`config.mk`:
```
export PLATFORM = sky130hd
export DESIGN_NAME = control_unit_flat
export DESIGN_NICKNAME = d
export VERILOG_FILES = /design/src/rtl/control_unit_if.sv /design/src/rtl/control_unit.sv /design/src/flat_wrapper.sv
export SDC_FILE = /design/constraint.sdc
export NUM_CORES = 1
export LEC_CHECK = 0
export CAP_MARGIN = 40
export CORE_ASPECT_RATIO = 1.1
export CORE_MARGIN = 4
export CORE_UTILIZATION = 60
export DETAILED_ROUTE_END_ITERATION = 10
export DONT_BUFFER_PORTS = 1
export GPL_TIMING_DRIVEN = 0
export HOLD_SLACK_MARGIN = 0.02
export PLACE_DENSITY = 0.74
export SLEW_MARGIN = 20
export SYNTH_ARGS = -nofsm -noshare
export SYNTH_HDL_FRONTEND = slang
export SYNTH_SLANG_ARGS = --single-unit
```
`constraint.sdc`:
```
create_clock -name clk -period 5.9 [get_ports clk]
set_input_delay 0.59 -clock clk [delete_from_list [all_inputs] [get_ports clk]]
set_output_delay 0.59 -clock clk [all_outputs]
set_load 0.02 [all_outputs]
```
`src/rtl/control_unit_if.sv`:
```
// Handshake bundle between the control unit and the datapath/sequencer.
// The master drives the fetched opcode, flag and run controls; the slave returns the strobes.
interface control_unit_if #(
  parameter int CNT_W = 16
);
  logic [5:0]       opcode;
  logic             z;
  logic             start;
  logic             step;
  logic             stop;
  logic             s_inc;
  logic             s_inm;
  logic             we3;
  logic             wez;
  logic [2:0]       op;
  logic             pc_en;
  logic             running;
  logic             halted;
  logic             illegal;
  logic [CNT_W-1:0] retired;

  modport master (
    output opcode, z, start, step, stop,
    input  s_inc, s_inm, we3, wez, op, pc_en, running, halted, illegal, retired
  );

  modport slave (
    input  opcode, z, start, step, stop,
    output s_inc, s_inm, we3, wez, op, pc_en, running, halted, illegal, retired
  );
endinterface

```
`src/rtl/control_unit.sv`:
```
// Single-cycle microcontroller control unit: opcode decode gated by a run/step/stop/halt
// sequencer, a sticky illegal-opcode flag and a retired-instruction counter.
module control_unit #(
  parameter int CNT_W          = 16,
  parameter bit START_ON_RESET = 1'b0
) (
  input logic           clk,
  input logic           reset,
  control_unit_if.slave bus
);
  typedef enum logic [1:0] {S_IDLE, S_RUN, S_STEP, S_HALT} state_t;

  state_t           r_state;
  logic             r_running;
  logic             r_halted;
  logic             r_illegal;
  logic [CNT_W-1:0] r_retired;

  logic       w_exec;
  logic       w_s_inc;
  logic       w_s_inm;
  logic       w_we3;
  logic       w_wez;
  logic [2:0] w_op;
  logic       w_pc_en;
  logic       w_halt_op;
  logic       w_ill_op;
  logic       w_retire;
  state_t     w_state_nxt;

  assign w_exec = (r_state == S_RUN) || (r_state == S_STEP);

  // Decode; anything not executing falls back to the safe gated default.
  always_comb begin
    w_s_inc   = 1'b1;
    w_s_inm   = 1'b0;
    w_we3     = 1'b0;
    w_wez     = 1'b0;
    w_op      = 3'b000;
    w_pc_en   = 1'b0;
    w_halt_op = 1'b0;
    w_ill_op  = 1'b0;
    w_retire  = 1'b0;
    if (w_exec) begin
      if (bus.opcode[5]) begin
        w_op     = bus.opcode[4:2];
        w_we3    = 1'b1;
        w_wez    = 1'b1;
        w_pc_en  = 1'b1;
        w_retire = 1'b1;
      end else if (bus.opcode[4:3] != 2'b00) begin
        w_ill_op = 1'b1;
      end else if (!bus.opcode[2]) begin
        w_s_inm  = 1'b1;
        w_we3    = 1'b1;
        w_pc_en  = 1'b1;
        w_retire = 1'b1;
      end else begin
        case (bus.opcode[1:0])
          2'b00:   begin w_s_inc = 1'b0;     w_pc_en = 1'b1; w_retire = 1'b1; end
          2'b01:   begin w_s_inc = ~bus.z;   w_pc_en = 1'b1; w_retire = 1'b1; end
          2'b10:   begin w_s_inc = bus.z;    w_pc_en = 1'b1; w_retire = 1'b1; end
          default: w_halt_op = 1'b1;
        endcase
      end
    end
  end

  always_comb begin
    w_state_nxt = r_state;
    case (r_state)
      S_IDLE: begin
        if (bus.start)     w_state_nxt = S_RUN;
        else if (bus.step) w_state_nxt = S_STEP;
      end
      S_RUN: begin
        if (w_halt_op || w_ill_op) w_state_nxt = S_HALT;
        else if (bus.stop)         w_state_nxt = S_IDLE;
      end
      S_STEP:  w_state_nxt = (w_halt_op || w_ill_op) ? S_HALT : S_IDLE;
      default: w_state_nxt = S_HALT;
    endcase
  end

  always_ff @(posedge clk) begin
    if (reset) begin
      r_state   <= START_ON_RESET ? S_RUN : S_IDLE;
      r_running <= START_ON_RESET;
      r_halted  <= 1'b0;
      r_illegal <= 1'b0;
      r_retired <= '0;
    end else begin
      r_state   <= w_state_nxt;
      r_running <= (w_state_nxt == S_RUN) || (w_state_nxt == S_STEP);
      r_halted  <= (w_state_nxt == S_HALT);
      if (w_ill_op) r_illegal <= 1'b1;
      if (w_retire) r_retired <= r_retired + 1'b1;
    end
  end

  assign bus.s_inc   = w_s_inc;
  assign bus.s_inm   = w_s_inm;
  assign bus.we3     = w_we3;
  assign bus.wez     = w_wez;
  assign bus.op      = w_op;
  assign bus.pc_en   = w_pc_en;
  assign bus.running = r_running;
  assign bus.halted  = r_halted;
  assign bus.illegal = r_illegal;
  assign bus.retired = r_retired;
endmodule

```
`src/flat_wrapper.sv`:
```
// flat-port wrapper written by rule: the top's interface ports become plain ports
module control_unit_flat 
#(
  parameter int CNT_W          = 16,
  parameter bit START_ON_RESET = 1'b0
)
  (clk, reset, bus_opcode, bus_z, bus_start, bus_step, bus_stop, bus_s_inc, bus_s_inm, bus_we3, bus_wez, bus_op, bus_pc_en, bus_running, bus_halted, bus_illegal, bus_retired);
  control_unit_if #(.CNT_W(CNT_W)) bus_i ();
  input logic clk;
  input logic reset;
  input wire logic [$bits(bus_i.opcode)-1:0] bus_opcode;
  input wire logic [$bits(bus_i.z)-1:0] bus_z;
  input wire logic [$bits(bus_i.start)-1:0] bus_start;
  input wire logic [$bits(bus_i.step)-1:0] bus_step;
  input wire logic [$bits(bus_i.stop)-1:0] bus_stop;
  output wire logic [$bits(bus_i.s_inc)-1:0] bus_s_inc;
  output wire logic [$bits(bus_i.s_inm)-1:0] bus_s_inm;
  output wire logic [$bits(bus_i.we3)-1:0] bus_we3;
  output wire logic [$bits(bus_i.wez)-1:0] bus_wez;
  output wire logic [$bits(bus_i.op)-1:0] bus_op;
  output wire logic [$bits(bus_i.pc_en)-1:0] bus_pc_en;
  output wire logic [$bits(bus_i.running)-1:0] bus_running;
  output wire logic [$bits(bus_i.halted)-1:0] bus_halted;
  output wire logic [$bits(bus_i.illegal)-1:0] bus_illegal;
  output wire logic [$bits(bus_i.retired)-1:0] bus_retired;
  assign bus_i.opcode = bus_opcode;
  assign bus_i.z = bus_z;
  assign bus_i.start = bus_start;
  assign bus_i.step = bus_step;
  assign bus_i.stop = bus_stop;
  assign bus_s_inc = bus_i.s_inc;
  assign bus_s_inm = bus_i.s_inm;
  assign bus_we3 = bus_i.we3;
  assign bus_wez = bus_i.wez;
  assign bus_op = bus_i.op;
  assign bus_pc_en = bus_i.pc_en;
  assign bus_running = bus_i.running;
  assign bus_halted = bus_i.halted;
  assign bus_illegal = bus_i.illegal;
  assign bus_retired = bus_i.retired;
  control_unit #(.CNT_W(CNT_W), .START_ON_RESET(START_ON_RESET)) u_core (.clk(clk), .reset(reset), .bus(bus_i));
endmodule
```
; Word level (Yosys, flattened, before mapping)
; Index checks and enable logic that the tools add are counted.
[op_classes]
n_eq_ne = 7
div_mod_pow = 0
bitwise = 1
n_reduce_logical = 7
add_sub_neg = 1
multipliers = 0
n_shift = 0
n_lt_le_gt_ge = 0
mux = 34
[op_table]
columns = operator, n
row1 = two-way mux 1 bit, 25
row2 = adder 16 x 1 -> 16 bit (second input constant), 1
row3 = two-way mux 2 bit, 5
row4 = equality test 2 bit (second input constant), 4
row5 = equality test 2 x 1 -> 1 bit (second input constant), 3
row6 = two-way mux 3 bit, 2
row7 = one-hot mux 2 bit (3 select lines), 1
row8 = zero test 2 bit, 2
row9 = logical OR 1 bit, 3
row10 = one-hot mux 1 bit (3 select lines), 1
row11 = OR reduction 3 bit, 1
row12 = nonzero test 2 bit, 1
row13 = inverter 1 bit, 1
[totals]
ram_bits = 0
ff_bits = 21
memories = 0
in_bits = 12
latchBits = 0
mem_bits_ro = 0
out_inout_bits = 27

; Longest topological paths before layout
; Gate-level depths: netlist (run 1).
[depth]
ltp_word = 12
ltp_mapped = 8
mapped_depth_nobuf = 8

; Worst setup path before layout (run 1)
; Ideal clock, no wire load.
[synth_timing]
path_kind = input-to-output
from = input port bus_opcode[0]
to = output port bus_pc_en
required_ns = 5.310
arrival_ns = 1.474
n_path_buf = 0
path_slack_ns = 3.836
cell_stages = 3
path_cell_list = a311oi_4 o21ai_0 inv_1
[synth_via]
elab_chain_len = 7
elab_cells_between_ends = 9
[synth_lines]
columns = item, line
row1 = "start, declared", flat_wrapper.sv:11  ; input wire logic [$bits(bus_i.opcode)-1:0] bus_opcode;
row2 = "equality test 2 x 1 -> 1 bit, or another cell as far along", control_unit.sv:59  ; case (bus.opcode[1:0])
row3 = OR reduction 3 bit (no line) *, -
row4 = two-way mux 1 bit *, control_unit.sv:59
row5 = two-way mux 1 bit *, control_unit.sv:53  ; end else if (!bus.opcode[2]) begin
row6 = two-way mux 1 bit *, control_unit.sv:51  ; end else if (bus.opcode[4:3] != 2'b00) begin
row7 = two-way mux 1 bit *, control_unit.sv:45  ; if (bus.opcode[5]) begin
row8 = two-way mux 1 bit *, control_unit.sv:44  ; if (w_exec) begin
row9 = "end, declared", flat_wrapper.sv:21  ; output wire logic [$bits(bus_i.pc_en)-1:0] bus_pc_en;
; Every way passes the cells marked *; elsewhere a longest branch is shown, timed or not.

; Worst setup path after layout (run 1)
[layout_timing]
from = register u_core.r_state[0]
to = output port bus_s_inm
[layout_via]
elab_chain_len = 3
elab_cells_between_ends = 4
[layout_lines]
columns = item, line
row1 = "start, declared", control_unit.sv:13  ; state_t r_state;
row2 = "start signal, assigned", control_unit.sv:87  ; r_state <= START_ON_RESET ? S_RUN : S_IDLE;
row3 = "start signal, assigned", control_unit.sv:93  ; r_state <= w_state_nxt;
row4 = equality test 2 x 1 -> 1 bit or equality test 2 bit (tied branches), control_unit.sv:31  ; assign w_exec = (r_state == S_RUN) || (r_state == S_STEP);
row5 = logical OR 1 bit *, control_unit.sv:31
row6 = two-way mux 1 bit *, control_unit.sv:44
row7 = "end, declared", flat_wrapper.sv:17  ; output wire logic [$bits(bus_i.s_inm)-1:0] bus_s_inm;
; Marked as above.

==> results.ini, run 1 <==
[outcome]
outcome=finished clean

[drt]
viasPerCell=6.212
dr.pass1.iters=4
ant_nets=0
drtIter0Drc=12
wl_per_cell_um=14.62
via_count=938
drc_errors=0
wirelength_um=2208

[pwr]
leakagePower_nw=0.4305
p_sw_share_pct=29.37
peakVddDrop_mv=0.1289
power_frac_comb_pct=15.4
totalPowerFinal_mw=0.2669
internal_power_mw=0.1885
p_per_area_mw_per_mm2=226.5
p_clk_share_pct=25.6
switchingPower_mw=0.07840
seq_power_share_pct=59.0

[logic_synthesis]
syn_avg_cell_area_sq_um=8.749
ys.warnings.count=0
synth_top_cell_by_area=dfxtp_1
synth_edf_count=0
synthFlopType=dfxtp_1
synthesis.nets=147
yosysSeqAreaShare_pct=37.25
synth_cells=129
synth_top_cell_area_share_pct=37.25
async_flop_share_pct=0
synth.distinct_cells=35
syn_area_sq_mm=0.001129
ys_top_cells_by_area=dfxtp_1 37%, ha_1 6.7%, xor2_1 4.7%
ys_ff_latch=21

[grt]
antenna_found_initial=0
overflow=0
grt_start_max_net_pins=13
first_global_vias=843
gr-usage-all-layers_pct=17.63
grt_pass1_wl_um=3567

[timing]
drv_slew=0
fin_tns_setup_ns=0
max_freq_mhz=414.2
rsz0062_at_grt=false
period_share_pct=40.92
setup_viol=0
slew_headroom_pct=66.44
finalCriticalPeriod_ns=2.414
hold_ws_ns=0.4821
skew_ns=0.003619
final-hold-violation-count=0
worst_pin_slew_ns=0.5034
postLayoutSetupSlackWorst_ns=3.486

[critical_path]
required_ns=5.31
r2r_setup_slack_ns=3.80
crit_slowest_cell=dfxtp_1
worst_path_largest_cell_delay_ns=0.41
worstSetupEndpointType=primary output
critPathKind=reg2out
critPathLaunchType=flip-flop
cp_max_fo=9
cp_data_arrival_time_ns=1.82
crit_path_cell_trace=inv_1 > ha_1 > nor2b_1 > nand2_1 > nor2_1

[cells_and_area]
nets=152
drive_gt1_share_pct=9.774
final_common_cell=dfxtp_1
mostFrequentLayoutCells=21 x dfxtp_1, 12 x nor2_1, 10 x a21oi_1, 7 x inv_1, 7 x nor2b_1
antennaDiodeCount=0
nFillCells=158
area_growth_pct=4.435
fin_cells=151

[place]
io_buffers=0
pre_cts_slack_ns=3.727
gp_congestion=0.7210
dp_hpwl_um=1695
placed_cells=147

[clocking]
clkSlewWorstSetupHoldPaths_ns=0.12
cts.sinks=21
clockRootBuffer=clkbuf_4
htree_levels=1
cts_buffer_depth=2
cts-resized-gates=0
cts_tree=yes
cts-hold-fix-buffers=0
clock_latency_ns=0.30
post_cts_buffers=0
cts_inserted_buffers=3

[die]
die_w_um=49.35
dieHeight_um=53.49
rows=16
ios=39
die_area_sq_mm=0.002639
start_util_pct=63.34
core_sq_mm=0.001782

[min_path]
hold_path_class=in2reg

[run]
maxCapViolCount=0

[state kept, by name (all words and copies together), names as in the netlist]
| signal | cells |
|---|---|
| u_core.bus.retired | 16 |
| u_core.bus.illegal | 1 |
| u_core.r_state | 2 |
| u_core.bus.running | 1 |
| u_core.bus.halted | 1 |
[layer usage]
layer	GRT usage, %	share of wire, %	up-vias
met5	0	0	-
li1	-	-	473
met2	31.92	50	35
met4	7.109	0.45	0
met1	18.68	41	428
met3	6.197	8.2	2
[path summary, 6_finish.rpt]
path | from | end | depth (start not counted)
max | u_core.r_state[0]$_SDFF_PP0_ | bus_s_inm | 5
min | bus_start | u_core.r_state[0]$_SDFF_PP0_ | 2
max reg2reg | u_core.r_state[0]$_SDFF_PP0_ | u_core.bus.running$_SDFF_PP0_ | 8
min reg2reg | u_core.bus.illegal$_SDFFE_PP0P_ | u_core.bus.illegal$_SDFFE_PP0P_ | 2
[power groups by stage]
stage | logic (mW) | clock network (mW) | registers [mW]
after global routing | 0.0467 | 0.0763 | 0.159
after detailed placement | 0.0413 | 0 | 0.161
final | 0.0411 | 0.0683 | 0.158
after CTS | 0.0414 | 0.0720 | 0.158
after global placement | 0.0402 | 0 | 0.161
after floorplan | 0.0352 | 0 | 0.159
[critical path, delay by kind of cell (launching register included)]
family / cells / cell delay [ns]
adders and majority gates: 1 / 0.39
and+or+nand+nor: 3 / 0.65
buffers and inverters: 1 / 0.08
DFF: 1 / 0.41
[cell type report]
type,instances,area [sq um],area share [%]
plain buffers,4,16.27,1.380
clock buffers,3,22.52,1.911
multi-input cells,97,665.6,56.48
well taps,18,22.52,1.911
clock inverters,1,5.005,0.4246
inverters,7,26.28,2.229
flip-flops and latches,21,420.4,35.67
[kinds of logic after synthesis]
| family | synth area share [%] |
|---|---|
| buffers and inverters | 3.769 |
| multiplexers | 2.772 |
| adder cells (fa/ha/maj) | 6.652 |
| AND/OR/NAND/NOR | 25.39 |
| flip-flops | 37.25 |
| XOR/XNOR | 4.656 |
| AO/OA/AOI/OAI | 19.51 |
[cells in the mapped netlist, types with 2 or more instances]
cell	number
inv_1	7
xor2_1	6
nand2_1	5
or4_1	5
o211ai_1	3
and2_1	3
or3_1	2
mux2i_1	2
clkbuf_1	3
o21ai_0	6
nand4_1	3
nor2_1	12
and3_1	4
dfxtp_1	21
o31ai_1	5
nand3_1	3
nor2b_1	7
a21oi_1	10
ha_1	6
[stage by stage]
step / util (%) / area (sq um)
6_report: 66.15 / 1179
5_1_grt: 66.15 / 1179
4_1_cts: 66.15 / 1179
3_5_place_dp: 64.61 / 1151
3_3_place_gp: 64.61 / 1151
2_1_floorplan: - / 1129
No activity file was read; power rests on OpenSTA's default activity.
==> inputs of run 2 (changes only) <==
--- a/config.mk
+++ b/config.mk
@@ -8,12 +8,12 @@
 export CAP_MARGIN = 40
 export CORE_ASPECT_RATIO = 1.1
 export CORE_MARGIN = 4
-export CORE_UTILIZATION = 60
+export CORE_UTILIZATION = 55
 export DETAILED_ROUTE_END_ITERATION = 10
 export DONT_BUFFER_PORTS = 1
 export GPL_TIMING_DRIVEN = 0
 export HOLD_SLACK_MARGIN = 0.02
-export PLACE_DENSITY = 0.74
+export PLACE_DENSITY = 0.71
 export SLEW_MARGIN = 20
 export SYNTH_ARGS = -nofsm -noshare
 export SYNTH_HDL_FRONTEND = slang
==> constraint.sdc (replaced) <==
create_clock -name clk -period 2.2 [get_ports clk]
set_input_delay 0.22 -clock clk [delete_from_list [all_inputs] [get_ports clk]]
set_output_delay 0.22 -clock clk [all_outputs]
set_load 0.02 [all_outputs]
==> results.ini, run 2 (synthesis gave the netlist of run 1 again) <==
[clocking]
cts_inserted_buffers=3
cts_tree=yes
cts-hold-fix-buffers=0
cts.sinks=21
post_cts_buffers=0
clock_latency_ns=0.30
cts-resized-gates=0
htree_levels=1
clockRootBuffer=clkbuf_4
clkSlewWorstSetupHoldPaths_ns=0.12
cts_buffer_depth=2

[timing]
rsz0062_at_grt=false
finalCriticalPeriod_ns=2.060
fin_tns_setup_ns=0
skew_ns=0.003021
period_share_pct=93.65
setup_viol=0
drv_slew=0
slew_headroom_pct=65.42
final-hold-violation-count=0
max_freq_mhz=485.3
worst_pin_slew_ns=0.5187

[cells_and_area]
mostFrequentLayoutCells=21 x dfxtp_1, 11 x nor2_1, 10 x a21oi_1, 7 x inv_1, 7 x nor2b_1
fin_cells=160
area_growth_pct=6.319
nFillCells=168
multi_input_area_sq_um=675.6
antennaDiodeCount=0
drive_gt1_share_pct=12.03
layout.area.seq_sq_um=420.4
largest_reg_flops=16
fin_util_pct=64.45
nets=152
fin_area_sq_mm=0.001200
final_common_cell=dfxtp_1

[pwr]
switchingPower_mw=0.2148
p_sw_share_pct=29.72
p_clk_share_pct=25.6
peakVddDrop_mv=0.4378
totalPowerFinal_mw=0.7229
internal_power_mw=0.5081
p_per_area_mw_per_mm2=602.5
seq_power_share_pct=58.4
leakagePower_nw=0.4315
power_frac_comb_pct=16.0

[drt]
viasPerCell=5.913
ant_nets=0
drtIter0Drc=12
wl_per_cell_um=14.15
drc_errors=0
dr.pass1.iters=6
via_count=946
wirelength_um=2264

[die]
ios=39
die_area_sq_mm=0.002842
core_sq_mm=0.001862
start_util_pct=60.62
die_w_um=51.19
rows=16
dieHeight_um=55.51

[critical_path]
cp_max_fo=10
cp_data_arrival_time_ns=2.26
critPathKind=reg2reg
critPathLaunchType=flip-flop
r2r_setup_slack_ns=0.14
required_ns=2.40
worstSetupEndpointType=flip-flop

[grt]
first_global_vias=870
antenna_found_initial=0
overflow=0
gr-usage-all-layers_pct=16.45
grt_start_max_net_pins=13
grt_pass1_wl_um=3698

[place]
dp_hpwl_um=1741
placed_cells=156
gp_congestion=0.7236
io_buffers=0
dpl_cell_area_sq_mm=0.001162

[min_path]
hold_path_class=in2reg

[run]
maxCapViolCount=0

[outcome]
outcome=finished clean

run 2: cell types whose count changed in the layout (fill, tap and decap cells not counted):
cell / before / now
ha_1: 6 / 5
nor3b_2: 0 / 1
nor2_1: 12 / 11
ha_2: 0 / 1
nor2_2: 0 / 1
nor3b_1: 1 / 0
run 2: stage by stage:
step	setup WS [ns]	hold slack [ns]
floorplan	0.3435	0.4036
global placement	0.1660	0.4126
detailed placement	0.1623	0.4155
CTS	0.1253	0.08845
global route	0.02679	0.08448
finish	0.1396	0.09505
run 2: critical path, cell delays in order, from the launching register on:
cell	delay, ns
dfxtp_1	0.57
and4_4	0.30
nand4_1	0.16
buf_2	0.23
nor4_1	0.33
mux2_2	0.37
run 2: cell type report:
class	instances	share of cell area (%)
multi-input cells	97	56.31
clock inverters	1	0.4171
well taps	27	2.815
inverters	7	2.190
flip-flops and latches	21	35.04
clock buffers	3	1.877
plain buffers	4	1.356
run 2: final timing paths:
kind / from / cells after the start / endpoint
hold / removal: bus_start / 2 / u_core.r_state[0]$_SDFF_PP0_
setup reg to reg: u_core.bus.retired[2]$_SDFFE_PP0P_ / 5 / u_core.bus.retired[15]$_SDFFE_PP0P_
hold reg to reg: u_core.bus.illegal$_SDFFE_PP0P_ / 2 / u_core.bus.illegal$_SDFFE_PP0P_
setup / recovery: u_core.bus.retired[2]$_SDFFE_PP0P_ / 5 / u_core.bus.retired[15]$_SDFFE_PP0P_
run 2: power by group through the flow:
stage	logic, mW	clock network, mW	registers [mW]
final	0.116	0.185	0.422
after global routing	0.132	0.205	0.425
after CTS	0.113	0.187	0.423
after detailed placement	0.111	0	0.432
after global placement	0.107	0	0.431
after floorplan	0.0944	0	0.428
run 2: layer usage:
layer  part of all wire [%]  global-route usage, %  vias up
li1                       -                      -      476
met1                     42                  19.44      429
met2                     47                  26.89       37
met3                    9.2                  5.108        4
met4                    1.7                  6.923        0
met5                      0                      0        -
